<file path="src/rtl/rv32i_mc_control_fsm.sv">
// Main sequencer for the RV32I multicycle core.
// It steps each instruction through fetch, decode, execute, memory and write-back.
// It drives the datapath enables, the mux selects and alu_op for the ALU control decoder.
// It also builds the {funct7[5],funct3} func field that the same decoder uses.
// Ports:
//   clk, rst_n               core clock (rising edge) and asynchronous active-low reset
//   opcode/funct3/funct7_5   instruction register fields, valid from S_DECODE onward
//   mem_ready                memory completes the current read or write in this cycle
//   alu_op, func             inputs to the ALU control decoder
//   pc_write, pc_write_cond  PC load strobes; pc_write_cond is gated by branch-taken
//   ir_write                 latches the instruction register
//   mem_read, mem_write      memory request strobes
//   iord                     memory address select: 0 = PC, 1 = ALUOut
//   reg_write                register file write strobe
//   alu_src_a, alu_src_b     ALU operand selects
//   mem_to_reg, pc_src       write-back data select and next-PC select
//   illegal                  sticky flag, set by an unknown opcode and cleared only by reset
//   state_o                  current state encoding, for debug
// Latency: all outputs except func and the fetch-completion strobes are Moore outputs of the state register.
// Backpressure: memory states wait for mem_ready, so wait states of any length are accepted.

module rv32i_mc_control_fsm #(
  parameter int unsigned RESET_PC_HOLD = 1  // cycles spent in S_IDLE after reset release (1..15)
) (
  input  logic       clk,
  input  logic       rst_n,
  input  logic [6:0] opcode,
  input  logic [2:0] funct3,
  input  logic       funct7_5,
  input  logic       mem_ready,
  output logic [1:0] alu_op,
  output logic [3:0] func,
  output logic       pc_write,
  output logic       pc_write_cond,
  output logic       ir_write,
  output logic       mem_read,
  output logic       mem_write,
  output logic       iord,
  output logic       reg_write,
  output logic [1:0] alu_src_a,
  output logic [1:0] alu_src_b,
  output logic [1:0] mem_to_reg,
  output logic [1:0] pc_src,
  output logic       illegal,
  output logic [3:0] state_o
);

  typedef enum logic [3:0] {
    S_IDLE     = 4'd0,
    S_FETCH    = 4'd1,
    S_DECODE   = 4'd2,
    S_EXEC_R   = 4'd3,
    S_EXEC_I   = 4'd4,
    S_ALU_WB   = 4'd5,
    S_MEM_ADDR = 4'd6,
    S_MEM_RD   = 4'd7,
    S_MEM_WB   = 4'd8,
    S_MEM_WR   = 4'd9,
    S_BRANCH   = 4'd10,
    S_JAL      = 4'd11,
    S_JALR     = 4'd12,
    S_LUI      = 4'd13,
    S_AUIPC    = 4'd14,
    S_ILLEGAL  = 4'd15
  } state_t;

  localparam logic [6:0] OP_R      = 7'b0110011;
  localparam logic [6:0] OP_IMM    = 7'b0010011;
  localparam logic [6:0] OP_LOAD   = 7'b0000011;
  localparam logic [6:0] OP_STORE  = 7'b0100011;
  localparam logic [6:0] OP_BRANCH = 7'b1100011;
  localparam logic [6:0] OP_JAL    = 7'b1101111;
  localparam logic [6:0] OP_JALR   = 7'b1100111;
  localparam logic [6:0] OP_LUI    = 7'b0110111;
  localparam logic [6:0] OP_AUIPC  = 7'b0010111;

  // The counter ends on the last idle cycle, so a hold of 1 gives one idle cycle.
  localparam logic [3:0] HOLD_LAST = 4'(RESET_PC_HOLD - 1);

  state_t     state;
  state_t     state_nxt;
  logic [3:0] hold_cnt;
  logic [3:0] hold_cnt_nxt;
  logic       illegal_q;
  logic       f7b;

  // State register, idle hold counter and sticky illegal flag.
  always_ff @(posedge clk or negedge rst_n) begin
    if (!rst_n) begin
      state     <= S_IDLE;
      hold_cnt  <= 4'd0;
      illegal_q <= 1'b0;
    end else begin
      state    <= state_nxt;
      hold_cnt <= hold_cnt_nxt;
      if (state_nxt == S_ILLEGAL) begin
        illegal_q <= 1'b1;
      end
    end
  end

  // funct7[5] is meaningful only for R-type and for the SRLI/SRAI shifts.
  // Every other I-type has immediate bits in that position.
  // For example, ADDI with a negative immediate must not decode as SUB.
  always_comb begin
    f7b = 1'b0;
    if (opcode == OP_R) begin
      f7b = funct7_5;
    end else if ((opcode == OP_IMM) && (funct3 == 3'b101)) begin
      f7b = funct7_5;
    end
  end

  assign func    = {f7b, funct3};
  assign illegal = illegal_q;
  assign state_o = state;

  // Next-state and output decode.
  always_comb begin
    state_nxt     = state;
    hold_cnt_nxt  = 4'd0;
    alu_op        = 2'b00;
    pc_write      = 1'b0;
    pc_write_cond = 1'b0;
    ir_write      = 1'b0;
    mem_read      = 1'b0;
    mem_write     = 1'b0;
    iord          = 1'b0;
    reg_write     = 1'b0;
    alu_src_a     = 2'b00;
    alu_src_b     = 2'b00;
    mem_to_reg    = 2'b00;
    pc_src        = 2'b00;

    case (state)
      S_IDLE: begin
        if (hold_cnt >= HOLD_LAST) begin
          state_nxt = S_FETCH;
        end else begin
          hold_cnt_nxt = hold_cnt + 4'd1;
        end
      end

      S_FETCH: begin
        // The ALU computes PC+4 while the read is outstanding.
        // The IR and PC are committed only in the cycle where memory completes.
        mem_read  = 1'b1;
        alu_src_a = 2'b00;
        alu_src_b = 2'b01;
        alu_op    = 2'b01;
        if (mem_ready) begin
          ir_write  = 1'b1;
          pc_write  = 1'b1;
          pc_src    = 2'b00;
          state_nxt = S_DECODE;
        end
      end

      S_DECODE: begin
        // oldPC + imm is computed here so that a branch or JAL target sits in ALUOut next cycle.
        alu_src_a = 2'b10;
        alu_src_b = 2'b10;
        alu_op    = 2'b01;
        case (opcode)
          OP_R:               state_nxt = S_EXEC_R;
          OP_IMM:             state_nxt = S_EXEC_I;
          OP_LOAD, OP_STORE:  state_nxt = S_MEM_ADDR;
          OP_BRANCH:          state_nxt = S_BRANCH;
          OP_JAL:             state_nxt = S_JAL;
          OP_JALR:            state_nxt = S_JALR;
          OP_LUI:             state_nxt = S_LUI;
          OP_AUIPC:           state_nxt = S_AUIPC;
          default:            state_nxt = S_ILLEGAL;
        endcase
      end

      S_EXEC_R: begin
        alu_src_a = 2'b01;
        alu_src_b = 2'b00;
        alu_op    = 2'b10;
        state_nxt = S_ALU_WB;
      end

      S_EXEC_I: begin
        alu_src_a = 2'b01;
        alu_src_b = 2'b10;
        alu_op    = 2'b10;
        state_nxt = S_ALU_WB;
      end

      S_ALU_WB: begin
        reg_write  = 1'b1;
        mem_to_reg = 2'b00;
        state_nxt  = S_FETCH;
      end

      S_MEM_ADDR: begin
        alu_src_a = 2'b01;
        alu_src_b = 2'b10;
        alu_op    = 2'b01;
        state_nxt = (opcode == OP_LOAD) ? S_MEM_RD : S_MEM_WR;
      end

      S_MEM_RD: begin
        mem_read = 1'b1;
        iord     = 1'b1;
        if (mem_ready) begin
          state_nxt = S_MEM_WB;
        end
      end

      S_MEM_WB: begin
        reg_write  = 1'b1;
        mem_to_reg = 2'b01;
        state_nxt  = S_FETCH;
      end

      S_MEM_WR: begin
        mem_write = 1'b1;
        iord      = 1'b1;
        if (mem_ready) begin
          state_nxt = S_FETCH;
        end
      end

      S_BRANCH: begin
        // The ALU compares rs1 with rs2, and the datapath gates pc_write_cond with the result.
        // The target comes from ALUOut, which was computed during decode.
        alu_src_a     = 2'b01;
        alu_src_b     = 2'b00;
        alu_op        = 2'b11;
        pc_write_cond = 1'b1;
        pc_src        = 2'b01;
        state_nxt     = S_FETCH;
      end

      S_JAL: begin
        reg_write  = 1'b1;
        mem_to_reg = 2'b10;
        pc_write   = 1'b1;
        pc_src     = 2'b01;
        alu_op     = 2'b00;
        state_nxt  = S_FETCH;
      end

      S_JALR: begin
        // rs1 + imm with bit 0 cleared goes straight to the PC.
        // The link value PC+4 is written back in the same cycle.
        alu_src_a  = 2'b01;
        alu_src_b  = 2'b10;
        alu_op     = 2'b01;
        pc_write   = 1'b1;
        pc_src     = 2'b10;
        reg_write  = 1'b1;
        mem_to_reg = 2'b10;
        state_nxt  = S_FETCH;
      end

      S_LUI: begin
        alu_src_a = 2'b11;
        alu_src_b = 2'b10;
        alu_op    = 2'b01;
        state_nxt = S_ALU_WB;
      end

      S_AUIPC: begin
        alu_src_a = 2'b10;
        alu_src_b = 2'b10;
        alu_op    = 2'b01;
        state_nxt = S_ALU_WB;
      end

      S_ILLEGAL: begin
        // Trap here until reset. No PC or register write is issued.
        state_nxt = S_ILLEGAL;
      end

      default: begin
        state_nxt = S_IDLE;
      end
    endcase
  end

endmodule

</file>
<file path="config.mk">
export PLATFORM = sky130hd
export DESIGN_NAME = rv32i_mc_control_fsm
export DESIGN_NICKNAME = d
export VERILOG_FILES = /design/src/rtl/rv32i_mc_control_fsm.sv
export SDC_FILE = /design/constraint.sdc
export NUM_CORES = 1
export LEC_CHECK = 0
export CORE_UTILIZATION = 40
export CTS_CLUSTER_DIAMETER = 30
export CTS_CLUSTER_SIZE = 24
export DETAILED_ROUTE_END_ITERATION = 7
export PLACE_DENSITY = 0.84
export REMOVE_ABC_BUFFERS = 1
export SLEW_MARGIN = 10
export SYNTH_ARGS = -nofsm -noshare
export SYNTH_HDL_FRONTEND = slang
export SYNTH_SLANG_ARGS = --single-unit
</file>
<file path="constraint.sdc">
create_clock -name clk -period 4.2 [get_ports clk]
set_input_delay 0.63 -clock clk [delete_from_list [all_inputs] [get_ports clk]]
set_output_delay 0.63 -clock clk [all_outputs]
set_load 0.01 [all_outputs]
</file>
==> results of run 1 <==
## layout by cell type, fill, tap and decap left out, types with 2 or more instances in the layout
cell | Yosys | final
clkdlybuf4s50_1 | 0 | 39
nor2_1 | 10 | 10
a21oi_1 | 8 | 8
nand2_1 | 7 | 7
nor3_1 | 7 | 7
o21ai_0 | 6 | 6
dfrtp_1 | 5 | 5
nand2b_1 | 3 | 3
nor2b_1 | 3 | 3
clkbuf_4 | 0 | 3
inv_1 | 2 | 2
and2_1 | 2 | 2
nand3_1 | 2 | 2
nor4_1 | 2 | 2
or2_2 | 2 | 2
xor2_1 | 2 | 2
nand4_1 | 2 | 2
o211ai_1 | 2 | 2
o22ai_1 | 2 | 2
## final cells by class
cell class                 instances  area (um2)
sequential                         5         125
timing repair buffer              39         390
inverter                           2        7.51
tap                               16        20.0
clock buffer                       4        26.3
fill                             127         507
multi-input combinational         83         500
## sequential cells by signal, summed over array words and instances (netlist names)
register	cells
illegal	1
state_o	4
## where the power goes
group / switching (mW) / internal, mW / total (mW)
registers: 0.0832 / 0.0644 / 0.148
logic: 0.189 / 0.258 / 0.447
clock network: 0.0199 / 0.0359 / 0.0558
## worst paths after layout
| path | to | slack (ns) | startpoint | depth (start not counted) |
|---|---|---|---|---|
| setup / recovery | pc_write | 1.11 | state_o[0] | 4 |
| hold / removal | illegal | 0.47 | illegal | 1 |
| setup reg to reg | illegal | 2.28 | state_o[0] | 5 |
| hold reg to reg | illegal | 0.47 | illegal | 1 |
| max in group asynchronous | state_o[0] | 3.38 | rst_n | 1 |
| min in group asynchronous | state_o[1] | 0.62 | rst_n | 1 |
## metal layers
metal | vias up | part of all wire
met4 | 0 | 0
met3 | 0 | 0.066
met1 | 380 | 0.46
li1 | 434 | -
met5 | - | 0
met2 | 41 | 0.47
## worst register-to-register path, stage by stage, from the launching register on
cell      delay [ns]
dfrtp_1         0.63
nand2b_1        0.35
nand2b_1        0.19
o311ai_0        0.41
a21oi_1         0.12
o21bai_1        0.14
## cells by family after synthesis
family | Yosys count
DFF | 5
AOI/OAI and AO/OA | 29
and+or+nand+nor | 51
muxes | 1
xor gates and xnor gates | 2
buffers and inverters | 14
==> metrics, run 1 <==
status=finished with violations; failing checks=design-rule violations; Seq/Total Area, Yosys=0.179; largest net degree at the start of global routing=27; vias in the first global route=717; layout cell share with drive strength beyond 1=0.0526; gp weighted congestion=0.797; top cells by area, synth=dfrtp_1, a21oi_1, nor2_1; Final setup violation count=0; Final Skew=0.00146 ns; Placement Setup Slack=1.13 ns; detailed placer's ending HPWL=1430 um; post-CTS setup buffers=0; M3 GR Usage=0.00417; Synth top cells by count=nor2_1, a21oi_1, nand2_1, nor3_1; Buf/Inv on CP=1; total power=650 uW; CP max-delay cell=dfrtp_1; initial drt markers=20; deepest clock path buffer count=2; XOR/XNOR Fraction of Synth Area=0.0250; biggest area consumer among synthesized cells=dfrtp_1; met2 usage=0.349; Startpoint Class=flip-flop; max-cap viol count=0; WL per Instance=12.7 um; Slew Limit Headroom=0.534; total grt overflow=0; placed cell count=145; TritonCTS clock tree=built; Hold Crit Class=reg -> reg; FF+latch count, synth=5; final worst setup slack=1.11 ns; Cell Rows=14; simple-gate share of the synthesized area=0.405; post-synth top area share=0.179; Reg clk slew, reported paths=0.04 ns; Final nets=148; initial core utilization=0.444; worst path cell trace=nand2_1 > nor4_1 > or2_2 > clkdlybuf4s50_1; die width=43.9 um; EDFF count, synth=0; Arrival @ worst endpoint=2.46 ns; fin cells=149; die area=0.00192 mm2; worst slew pin tran=0.699 ns; All-Layer GR Usage=0.204; cell area after layout=0.00107 mm2; CTS Buf Count=3; mux cell area share after synthesis=0.0143; Peak VDD IR=277 uV; initial antenna violation count=0; detailed-router iteration count before antenna repair=6; Pwr Density=608 mW/mm2; CTS sink cnt=5; Core ar.=0.00158 mm2; Final period util=0.735; Hold WS=0.472 ns; vias per cell=5.74; Root Buffer=clkbuf_4; Leakage=0.401 nW; Clock Latency Late Sink=0.24 ns; post-cts resize count=0; synth warn=0; synthesized cell area=701 um2; Final Hold Viols=0; asr flop ratio synth=1.00; Tmin final=3.09 ns; critical path class=reg -> out; die height=43.9 um; placed cell area=0.00104 mm2; syn_area_per_cell=6.87 um2; Synth Area in Adders=0; DRC=5; max-slew violations=0; most frequent cell after synthesis=nor2_1; Compound-Gate Fraction of Synth Area=0.270; first-pass GRT wire length=3030 um; drt total wl=1890 um; DRT antenna net count=0; number of library cell types mapped by synthesis=43; hold-fix buffer count after cts=0; htree depth=1; Max stage delay on crit path=0.79 ns; WP data required=3.57 ns; ant diodes=0; # IOs=40; Syn-to-layout area delta=52.7%; Crit. End Element=primary output; met1 Track Usage GR=0.274; setup_tns=0 ns; largest family of logic cells by synthesized area=simple AND/OR/NAND/NOR gates; Crit Path Max Fanout=26; RSZ-0062 raised after global routing=false; Core Util, Final=0.679; achievable clock frequency=0.324 GHz; Top delay family on crit path=simple AND/OR/NAND/NOR gates; Post-Synthesis Cells=102; Main synth FF type=dfrtp_1; Via Count=855; Buffers on Ports=39; grt peak-use layer=met2
Power figures use the tool's default switching activity.
==> inputs of run 2 (changes only) <==
--- a/config.mk
+++ b/config.mk
@@ -5,11 +5,11 @@
 export SDC_FILE = /design/constraint.sdc
 export NUM_CORES = 1
 export LEC_CHECK = 0
-export CORE_UTILIZATION = 40
+export CORE_UTILIZATION = 34
 export CTS_CLUSTER_DIAMETER = 30
 export CTS_CLUSTER_SIZE = 24
 export DETAILED_ROUTE_END_ITERATION = 7
-export PLACE_DENSITY = 0.84
+export PLACE_DENSITY = 0.76
 export REMOVE_ABC_BUFFERS = 1
 export SLEW_MARGIN = 10
 export SYNTH_ARGS = -nofsm -noshare
==> constraint.sdc (replaced) <==
create_clock -name clk -period 2.55 [get_ports clk]
set_input_delay 0.3825 -clock clk [delete_from_list [all_inputs] [get_ports clk]]
set_output_delay 0.3825 -clock clk [all_outputs]
set_load 0.01 [all_outputs]
==> run 2 against run 1 <==
Effect of this change: the flow still finishes with violations (design-rule violations); design area grew 8.0%; setup slack worse by 1.0 ns; global-route usage up 0.42 points; via count is 6.1% higher; clock-buffer cell count is the same; register-to-register slack got worse by 1.5 ns; utilization fell by 8.4 points; routed wire length increased by 14%; critical endpoint is now iord.
==> metrics, run 2 (synthesized netlist as in run 1, its figures left out) <==
status=finished with violations (unchanged); failing checks=design-rule violations (unchanged); first-pass GRT wire length=3280 um (was 3030 um); most frequent cells in the layout=clkdlybuf4s50_1, nor2_1, a21oi_1 (was clkdlybuf4s50_1, nor2_1, a21oi_1, nand2_1, nor3_1); Register Area=126 um2 (was 125 um2); Final Skew=0.00924 ns (was 0.00146 ns); Clock Latency Late Sink=0.26 ns (was 0.24 ns); initial core utilization=0.361 (was 0.444); total grt overflow=0 (unchanged); ant diodes=0 (unchanged); # IOs=40 (unchanged); clock share of power=0.084 (was 0.086); Slew Limit Headroom=0.698 (was 0.534); vias in the first global route=774 (was 717); Reg clk slew, reported paths=0.05 ns (was 0.04 ns); Hold Crit Class=in -> async (was reg -> reg); drt total wl=2160 um (was 1890 um); detailed-router iteration count before antenna repair=6 (unchanged); Reg2Reg Depth=6 (was 5); DRT antenna net count=0 (unchanged); die width=47.4 um (was 43.9 um); detailed placer's ending HPWL=1560 um (was 1430 um); Buf/Inv on CP=2 (was 1); Leakage=0.436 nW (was 0.401 nW); WP data required=2.17 ns (was 3.57 ns); Cell Rows=16 (was 14); vias per cell=5.43 (was 5.74); max reg flops=4 (unchanged); Fill cells=203 (was 127); Logic pwr share=0.776 (was 0.687); Core Util, Final=0.595 (was 0.679); commonest non-fill, non-tap cell in the layout=clkdlybuf4s50_1 (unchanged); Core ar.=0.00194 mm2 (was 0.00158 mm2); Final setup violation count=0 (unchanged); worst slew pin tran=0.447 ns (was 0.699 ns); Syn-to-layout area delta=64.8% (was 52.7%); Hold WS=0.354 ns (was 0.472 ns); CTS sink cnt=5 (unchanged); sequential share of power=0.141 (was 0.227); Buffers on Ports=39 (unchanged); deepest clock path buffer count=2 (unchanged); die height=47.4 um (was 43.9 um); initial antenna violation count=0 (unchanged); All-Layer GR Usage=0.208 (was 0.204); max-cap viol count=0 (unchanged); achievable clock frequency=0.409 GHz; initial drt markers=37 (was 20); gp weighted congestion=0.776 (was 0.797); layout cell share with drive strength beyond 1=0.121 (was 0.0526); Final Hold Viols=0 (unchanged); NetSw=521 uW (was 292 uW); post-CTS setup buffers=0 (unchanged); Tmin final=2.44 ns; Arrival @ worst endpoint=2.06 ns (was 2.46 ns); die area=0.00225 mm2 (was 0.00192 mm2); CTS Buf Count=3 (unchanged); TritonCTS clock tree=built (unchanged); Max stage delay on crit path=0.57 ns (was 0.79 ns); critical path class=reg -> out (unchanged); DRC=1 (was 5); htree depth=1 (unchanged); Final nets=155 (was 148); Peak VDD IR=541 uV (was 277 uV); Sw Share=0.446 (was 0.449); WL per Instance=12.9 um (was 12.7 um); internal power=646 uW (was 358 uW); Crit Path Max Fanout=15 (was 26); Multi-input gate area=518 um2 (was 500 um2); critical path depth=5 (was 4); Root Buffer=clkbuf_4 (unchanged); Crit. End Element=primary output (unchanged); CP max-delay cell=clkdlybuf4s50_1 (was dfrtp_1); Top delay family on crit path=buffers and inverters (was simple AND/OR/NAND/NOR gates); Via Count=907 (was 855); Final period util=0.958; Startpoint Class=flip-flop (unchanged); max-slew violations=0 (unchanged); largest net degree at the start of global routing=16 (was 27); Pwr Density=1010 mW/mm2 (was 608 mW/mm2); worst path cell trace=buf_4 > and2b_1 > nand2_1 > a21boi_0 > clkdlybuf4s50_1 (was nand2_1 > nor4_1 > or2_2 > clkdlybuf4s50_1)
-- run 2: cell types whose count changed in the layout (fill, tap and decap cells not counted) --
| cell | delta |
|---|---|
| buf_4 | +7 |
| dfrtp_1 | -1 |
| dfrtp_2 | +1 |
| nor2_1 | -1 |
| nor2_2 | +1 |
| nor4_1 | -1 |
| nor4_4 | +1 |
-- run 2: area by class of cell --
cell class              count  area share
multi-input cells          83       0.449
repair buffers             46       0.384
flip-flops and latches      5       0.109
well taps                  27      0.0293
clock buffers               4      0.0228
inverters                   2     0.00650
-- run 2: power by group through the flow --
stage          Clock (mW)  Combinational, mW  Sequential [mW]
6_report           0.0977              0.905            0.164
2_1_floorplan           0              0.357            0.220
5_1_grt             0.109              0.993            0.168
3_5_place_dp            0              0.878            0.159
3_3_place_gp            0              0.867            0.157
4_1_cts             0.101              0.886            0.159
-- run 2: worst paths after layout --
path | from | end | slack [ns]
setup / recovery | state_o[3] | iord | 0.11
hold / removal | rst_n | state_o[0] | 0.35
setup reg to reg | state_o[0] | illegal | 0.77
hold reg to reg | illegal | illegal | 0.50
max in group asynchronous | rst_n | state_o[2] | 1.97
min in group clk | illegal | illegal | 0.50
-- run 2: layer usage --
metal | share of wire | global-route usage | vias up | wire length (um)
met2 | 0.50 | 0.337 | 45 | 1070
met4 | 0.012 | 0.0629 | 0 | 25
met1 | 0.43 | 0.266 | 410 | 917
met3 | 0.063 | 0.0577 | 4 | 136
li1 | - | - | 448 | -
met5 | 0 | 0 | - | 0
-- run 2: timing repair --
action | in CTS | in global routing
pin swaps | 0 | 0
endpoints found under the setup margin | 1 | 4
hold buffers | 0 | 0
gates resized for setup | 1 | 3
hold endpoints to repair | 0 | 0
-- run 2: metrics by stage --
stage	area, um2	power (mW)	instances	TNS, ns	setup slack, ns
floorplan	633	0.576	90	0	0.495
global placement	1110	1.02	163	0	0.0336
detailed placement	1110	1.04	163	-0.0254	-0.0254
CTS	1140	1.15	167	0	0.0597
global route	1150	1.27	167	-0.00315	-0.00315
finish	1150	1.17	167	0	0.108
